$ cat config.mk
export PLATFORM = sky130hd
export DESIGN_NAME = pc_fetch_ctrl
export DESIGN_NICKNAME = d
export VERILOG_FILES = /design/src/rtl/pc_fetch_ctrl.sv
export SDC_FILE = /design/constraint.sdc
export NUM_CORES = 1
export LEC_CHECK = 0
export ABC_AREA = 1
export CAP_MARGIN = 0
export CORE_MARGIN = 10
export CORE_UTILIZATION = 42
export DETAILED_ROUTE_END_ITERATION = 6
export MAX_ROUTING_LAYER = met4
export PLACE_DENSITY = 0.85
export SETUP_SLACK_MARGIN = 0.2
export SLEW_MARGIN = 0
export SYNTH_ARGS = -nofsm -noshare
export SYNTH_HDL_FRONTEND = slang
export SYNTH_SLANG_ARGS = --single-unit
$ cat constraint.sdc
create_clock -name clk -period 1.8 [get_ports clk]
set_clock_uncertainty 0.1 [all_clocks]
set_input_delay 0.36 -clock clk [delete_from_list [all_inputs] [get_ports clk]]
set_output_delay 0.36 -clock clk [all_outputs]
set_load 0.01 [all_outputs]
$ cat src/rtl/pc_fetch_ctrl.sv
// Instruction fetch controller: sequences the PC counter, fetches one word per PC
// from instruction memory and hands it to decode over a valid/ready handshake.
module pc_fetch_ctrl #(
    parameter int           n        = 32,
    parameter logic [n-1:0] RESET_PC = '0,
    parameter int           TIMEOUT  = 15
) (
    input  logic         clk,
    input  logic         rst_n,
    input  logic         run,
    input  logic [n-1:0] PCout,
    output logic         PCload,
    output logic         PCinc,
    output logic [n-1:0] PCdata,
    output logic         imem_req,
    output logic [n-1:0] imem_addr,
    input  logic         imem_ack,
    input  logic [n-1:0] imem_rdata,
    input  logic         br_valid,
    input  logic [n-1:0] br_target,
    output logic [n-1:0] instr,
    output logic [n-1:0] instr_pc,
    output logic         instr_valid,
    input  logic         instr_ready,
    output logic         fetch_err
);

    localparam int TW = (TIMEOUT > 1) ? $clog2(TIMEOUT) : 1;

    typedef enum logic [2:0] {
        LOAD  = 3'd0,
        IDLE  = 3'd1,
        ISSUE = 3'd2,
        WAIT  = 3'd3,
        HOLD  = 3'd4,
        STEP  = 3'd5
    } state_t;

    state_t         state_r;
    state_t         next_s;
    logic           armed_r;
    logic [TW-1:0]  tcnt_r;
    logic           timeout_s;
    logic [n-1:0]   pcdata_r;
    logic [n-1:0]   addr_r;
    logic [n-1:0]   instr_r;
    logic [n-1:0]   instr_pc_r;
    logic           err_r;

    assign timeout_s = (tcnt_r == TW'(TIMEOUT - 1));

    // State register.
    always_ff @(posedge clk or negedge rst_n) begin
        if (!rst_n) begin
            state_r <= LOAD;
        end else begin
            state_r <= next_s;
        end
    end

    // Next-state decode; a redirect outside LOAD always wins and discards any same-cycle ack.
    always_comb begin
        next_s = state_r;
        if (br_valid && (state_r != LOAD)) begin
            next_s = LOAD;
        end else begin
            case (state_r)
                // The first LOAD cycle after reset has PCload low, so LOAD lingers one cycle.
                LOAD:    next_s = (!armed_r || br_valid) ? LOAD : (run ? ISSUE : IDLE);
                IDLE:    next_s = (run && !err_r) ? ISSUE : IDLE;
                ISSUE:   next_s = WAIT;
                WAIT:    next_s = imem_ack ? HOLD : (timeout_s ? IDLE : WAIT);
                HOLD:    next_s = instr_ready ? STEP : HOLD;
                STEP:    next_s = run ? ISSUE : IDLE;
                default: next_s = LOAD;
            endcase
        end
    end

    // Datapath registers: redirect target, request address, timeout count, fetched word, error flag.
    always_ff @(posedge clk or negedge rst_n) begin
        if (!rst_n) begin
            armed_r    <= 1'b0;
            pcdata_r   <= RESET_PC;
            addr_r     <= '0;
            tcnt_r     <= '0;
            instr_r    <= '0;
            instr_pc_r <= '0;
            err_r      <= 1'b0;
        end else begin
            armed_r <= 1'b1;
            if (br_valid) begin
                pcdata_r <= br_target;
            end
            if (state_r == ISSUE) begin
                addr_r <= PCout;
                tcnt_r <= '0;
            end else if ((state_r == WAIT) && !imem_ack && !timeout_s) begin
                tcnt_r <= tcnt_r + TW'(1);
            end
            if ((state_r == WAIT) && !br_valid) begin
                if (imem_ack) begin
                    instr_r    <= imem_rdata;
                    instr_pc_r <= addr_r;
                end else if (timeout_s) begin
                    err_r <= 1'b1;
                end
            end
        end
    end

    // Control outputs are decoded from state only, never from inputs.
    assign PCload      = (state_r == LOAD) && armed_r;
    assign PCinc       = (state_r == STEP);
    assign PCdata      = pcdata_r;
    assign imem_req    = (state_r == ISSUE) || (state_r == WAIT);
    assign imem_addr   = (state_r == ISSUE) ? PCout : addr_r;
    assign instr_valid = (state_r == HOLD);
    assign instr       = instr_r;
    assign instr_pc    = instr_pc_r;
    assign fetch_err   = err_r;

endmodule

==> out/metrics.cfg <==
[run]
maxCapViolCount = 0

[synthesis]
syn_nets = 693
yosys.cell_types.count = 20
syn_area_sq_um = 5350
synth_area_per_cell_sq_um = 9.07
ys_ff_latch = 137
synth.yosys.seq_area_share_pct = 64.1
ys_warn_count = 0
synthCells = 589

[routing]
vias_per_cell = 4.95
antenna_left = 0
first_iter_violations = 392
vias = 5275
wl_per_cell_um = 19.8
drc_errors = 0
wl_um = 21100
first_pass_iters = 5

[sta]
worst_hold_slack_ns = 0.316
rsz0062_at_grt = true
setup_ws_ns = -0.325
fin_crit_ns = 2.13
setup_violations = 101
timing.final.hold_violations = 0
fin_setup_tns_ns = -17.13
final.period_utilization_pct = 118
finalMaxSlewViolations = 0
clock.fmax_ghz = 0.471

[power_and_ir_drop]
ir_drop_uv = 866
power_density_nw_per_um2 = 1560
p_leak_nw = 4.97

[placement]
gp_routability_congestion = 0.835
post-dp-hpwl_um = 12500
place_area_sq_um = 8260
placed_cells = 998
port_buffers = 234
dp_slack_ns = -0.295

[layout]
areaGrowthSynthToFinish_pct = 84.2
nNetsFinal = 985
layout-drive-gt1-share_pct = 25.4
fillers = 801
antenna_cells = 0
layout.cells.non_filler = 1065
stdcell_area_sq_um = 9850

[floorplan]
start_util_pct = 42.7
die_h_um = 133
io-pin-count = 235
core_sq_um = 12500
row_count = 41
die_w_um = 133
fp.dieArea_sq_um = 17600

[outcome]
status = finished with violations
violations = negative setup slack

[global_route]
grt_antenna_before_repair = 0
use_met3_pct = 4.73
grt_pass1_vias = 5248
track_usage_pct = 21.5
grt.busiest_layer = met2
grtUsageMet2_pct = 37.2
grt_start_max_net_pins = 53
use_met1_pct = 23.7
grt_first_pass_wirelength_um = 29200
grt_overflow_total = 0

[cts]
htree_levels = 4
cts_buffer_depth = 2
cts_tree = yes
clkTransAtPathRegs_ns = 0.06
numCtsBuffers = 17
cts.sinks = 137
worstSkewPairLatency_ns = 0.42
cts-root-buf = clkbuf_16

[critical_path]
criticalPathCategory = flip-flop to output port
crit_arrival_ns = 1.67
critPathMaxFanout = 7
critPathLaunchType = flip-flop
worstSetupEndpointType = output port
cp.required_ns = 1.34

[worst_hold_path]
hp-class = input port to asynchronous set/reset pin

[final timing paths]
kind                                 start             to  slack, ns  cells after the start
max in group asynchronous            rst_n     PCdata[10]       0.71                      3
min in group clk                 PCdata[4]      PCdata[4]       0.36                      2
worst max-delay path            state_r[0]  imem_addr[30]      -0.33                      7
worst min register to register   PCdata[4]      PCdata[4]       0.36                      2
worst max register to register  state_r[1]   instr_pc[14]      -0.18                     10
worst min-delay path                 rst_n      addr_r[4]       0.32                      2
[critical path, stage by stage (launching register included)]
cell	delay [ns]
dfrtp_1	0.40
inv_2	0.09
nand3_4	0.10
buf_12	0.18
buf_16	0.15
nor2_4	0.14
a21oi_4	0.06
buf_6	0.13
[layer usage]
metal | vias up | share of wire [%]
li1 | 2454 | -
met1 | 2585 | 39
met2 | 195 | 54
met3 | 41 | 4.9
met4 | 0 | 2.3
met5 | - | 0
[synth_stat cells]
| cell type | instances | area [sq um] |
|---|---|---|
| dfrtp_1 | 137 | 3430 |
| buf_6 | 1 | 11.3 |
| xor2_1 | 2 | 17.5 |
| nor2_1 | 44 | 165 |
| nand2_1 | 204 | 766 |
| o31ai_1 | 1 | 7.51 |
| o21ai_0 | 5 | 25.0 |
| a21oi_1 | 33 | 165 |
| nand3_1 | 44 | 220 |
| clkbuf_1 | 17 | 63.8 |
| buf_2 | 11 | 55.1 |
| ha_1 | 2 | 25.0 |
| nand4_1 | 4 | 25.0 |
| nor3_4 | 1 | 16.3 |
| o21ai_1 | 30 | 150 |
| inv_1 | 45 | 169 |
| nor3_1 | 2 | 10.0 |
| nand2_2 | 1 | 6.26 |
| conb_1 | 1 | 3.75 |
| buf_1 | 4 | 15.0 |
[cell type report]
type | count | area (sq um) | share of cell area (%)
Multi-Input combinational cell | 375 | 2290 | 23.3
Sequential cell | 137 | 3430 | 34.8
Inverter | 45 | 174 | 1.77
Tap cell | 172 | 215 | 2.19
Clock inverter | 2 | 10.0 | 0.102
Timing Repair Buffer | 305 | 3210 | 32.6
Clock buffer | 29 | 520 | 5.29
[sequential cells by signal, summed over array words and instances, names as in the netlist]
signal	flops
PCdata	32
addr_r	32
instr	32
instr_pc	32
tcnt_r	4
state_r	3
armed_r	1
fetch_err	1
[repair_timing]
item / 4_1_cts / 5_1_grt
hold buffers: 1 / 0
setup endpoints to repair: 133 / 116
pin swaps: 21 / 15
gates resized for setup: 356 / 71
hold endpoints to repair: 35 / 0
cloned: 5 / 17
setup buffers: 7 / 6
[cells in the final DEF (no fill, tap or decap), types with 30 or more instances in the layout]
| master | Yosys | final |
|---|---|---|
| inv_1 | 45 | 40 |
| clkdlybuf4s50_1 | 0 | 100 |
| buf_6 | 1 | 33 |
| dfrtp_1 | 137 | 137 |
| dlygate4sd2_1 | 0 | 89 |
| nand2_1 | 204 | 192 |
| nor2_4 | 0 | 30 |
| nand3_1 | 44 | 40 |
| o21ai_1 | 30 | 30 |
| buf_4 | 0 | 32 |
[per-stage QoR]
stage | power [W] | util [%]
2_1_floorplan | 0.00724 | -
3_3_place_gp | 0.0109 | 66.0
3_5_place_dp | 0.0111 | 66.0
4_1_cts | 0.0145 | 73.5
5_1_grt | 0.0161 | 78.7
6_report | 0.0153 | 78.7
[power by group]
group / internal, W / leakage, nW / switching (W)
clock network: 0.00193 / 0.262 / 0.00125
registers: 0.00423 / 1.67 / 0.000552
logic: 0.00356 / 3.04 / 0.00380
[kinds of logic after synthesis]
family,after synthesis,share of synthesized area [%]
xor gates and xnor gates,2,0.328
DFF,137,64.1
and+or+nand+nor,300,22.6
AOI/OAI and AO/OA,69,6.51
other,1,0.0702
adders and majority gates,2,0.468
buffers and inverters,78,5.88
(Power assumes the default switching activity.)
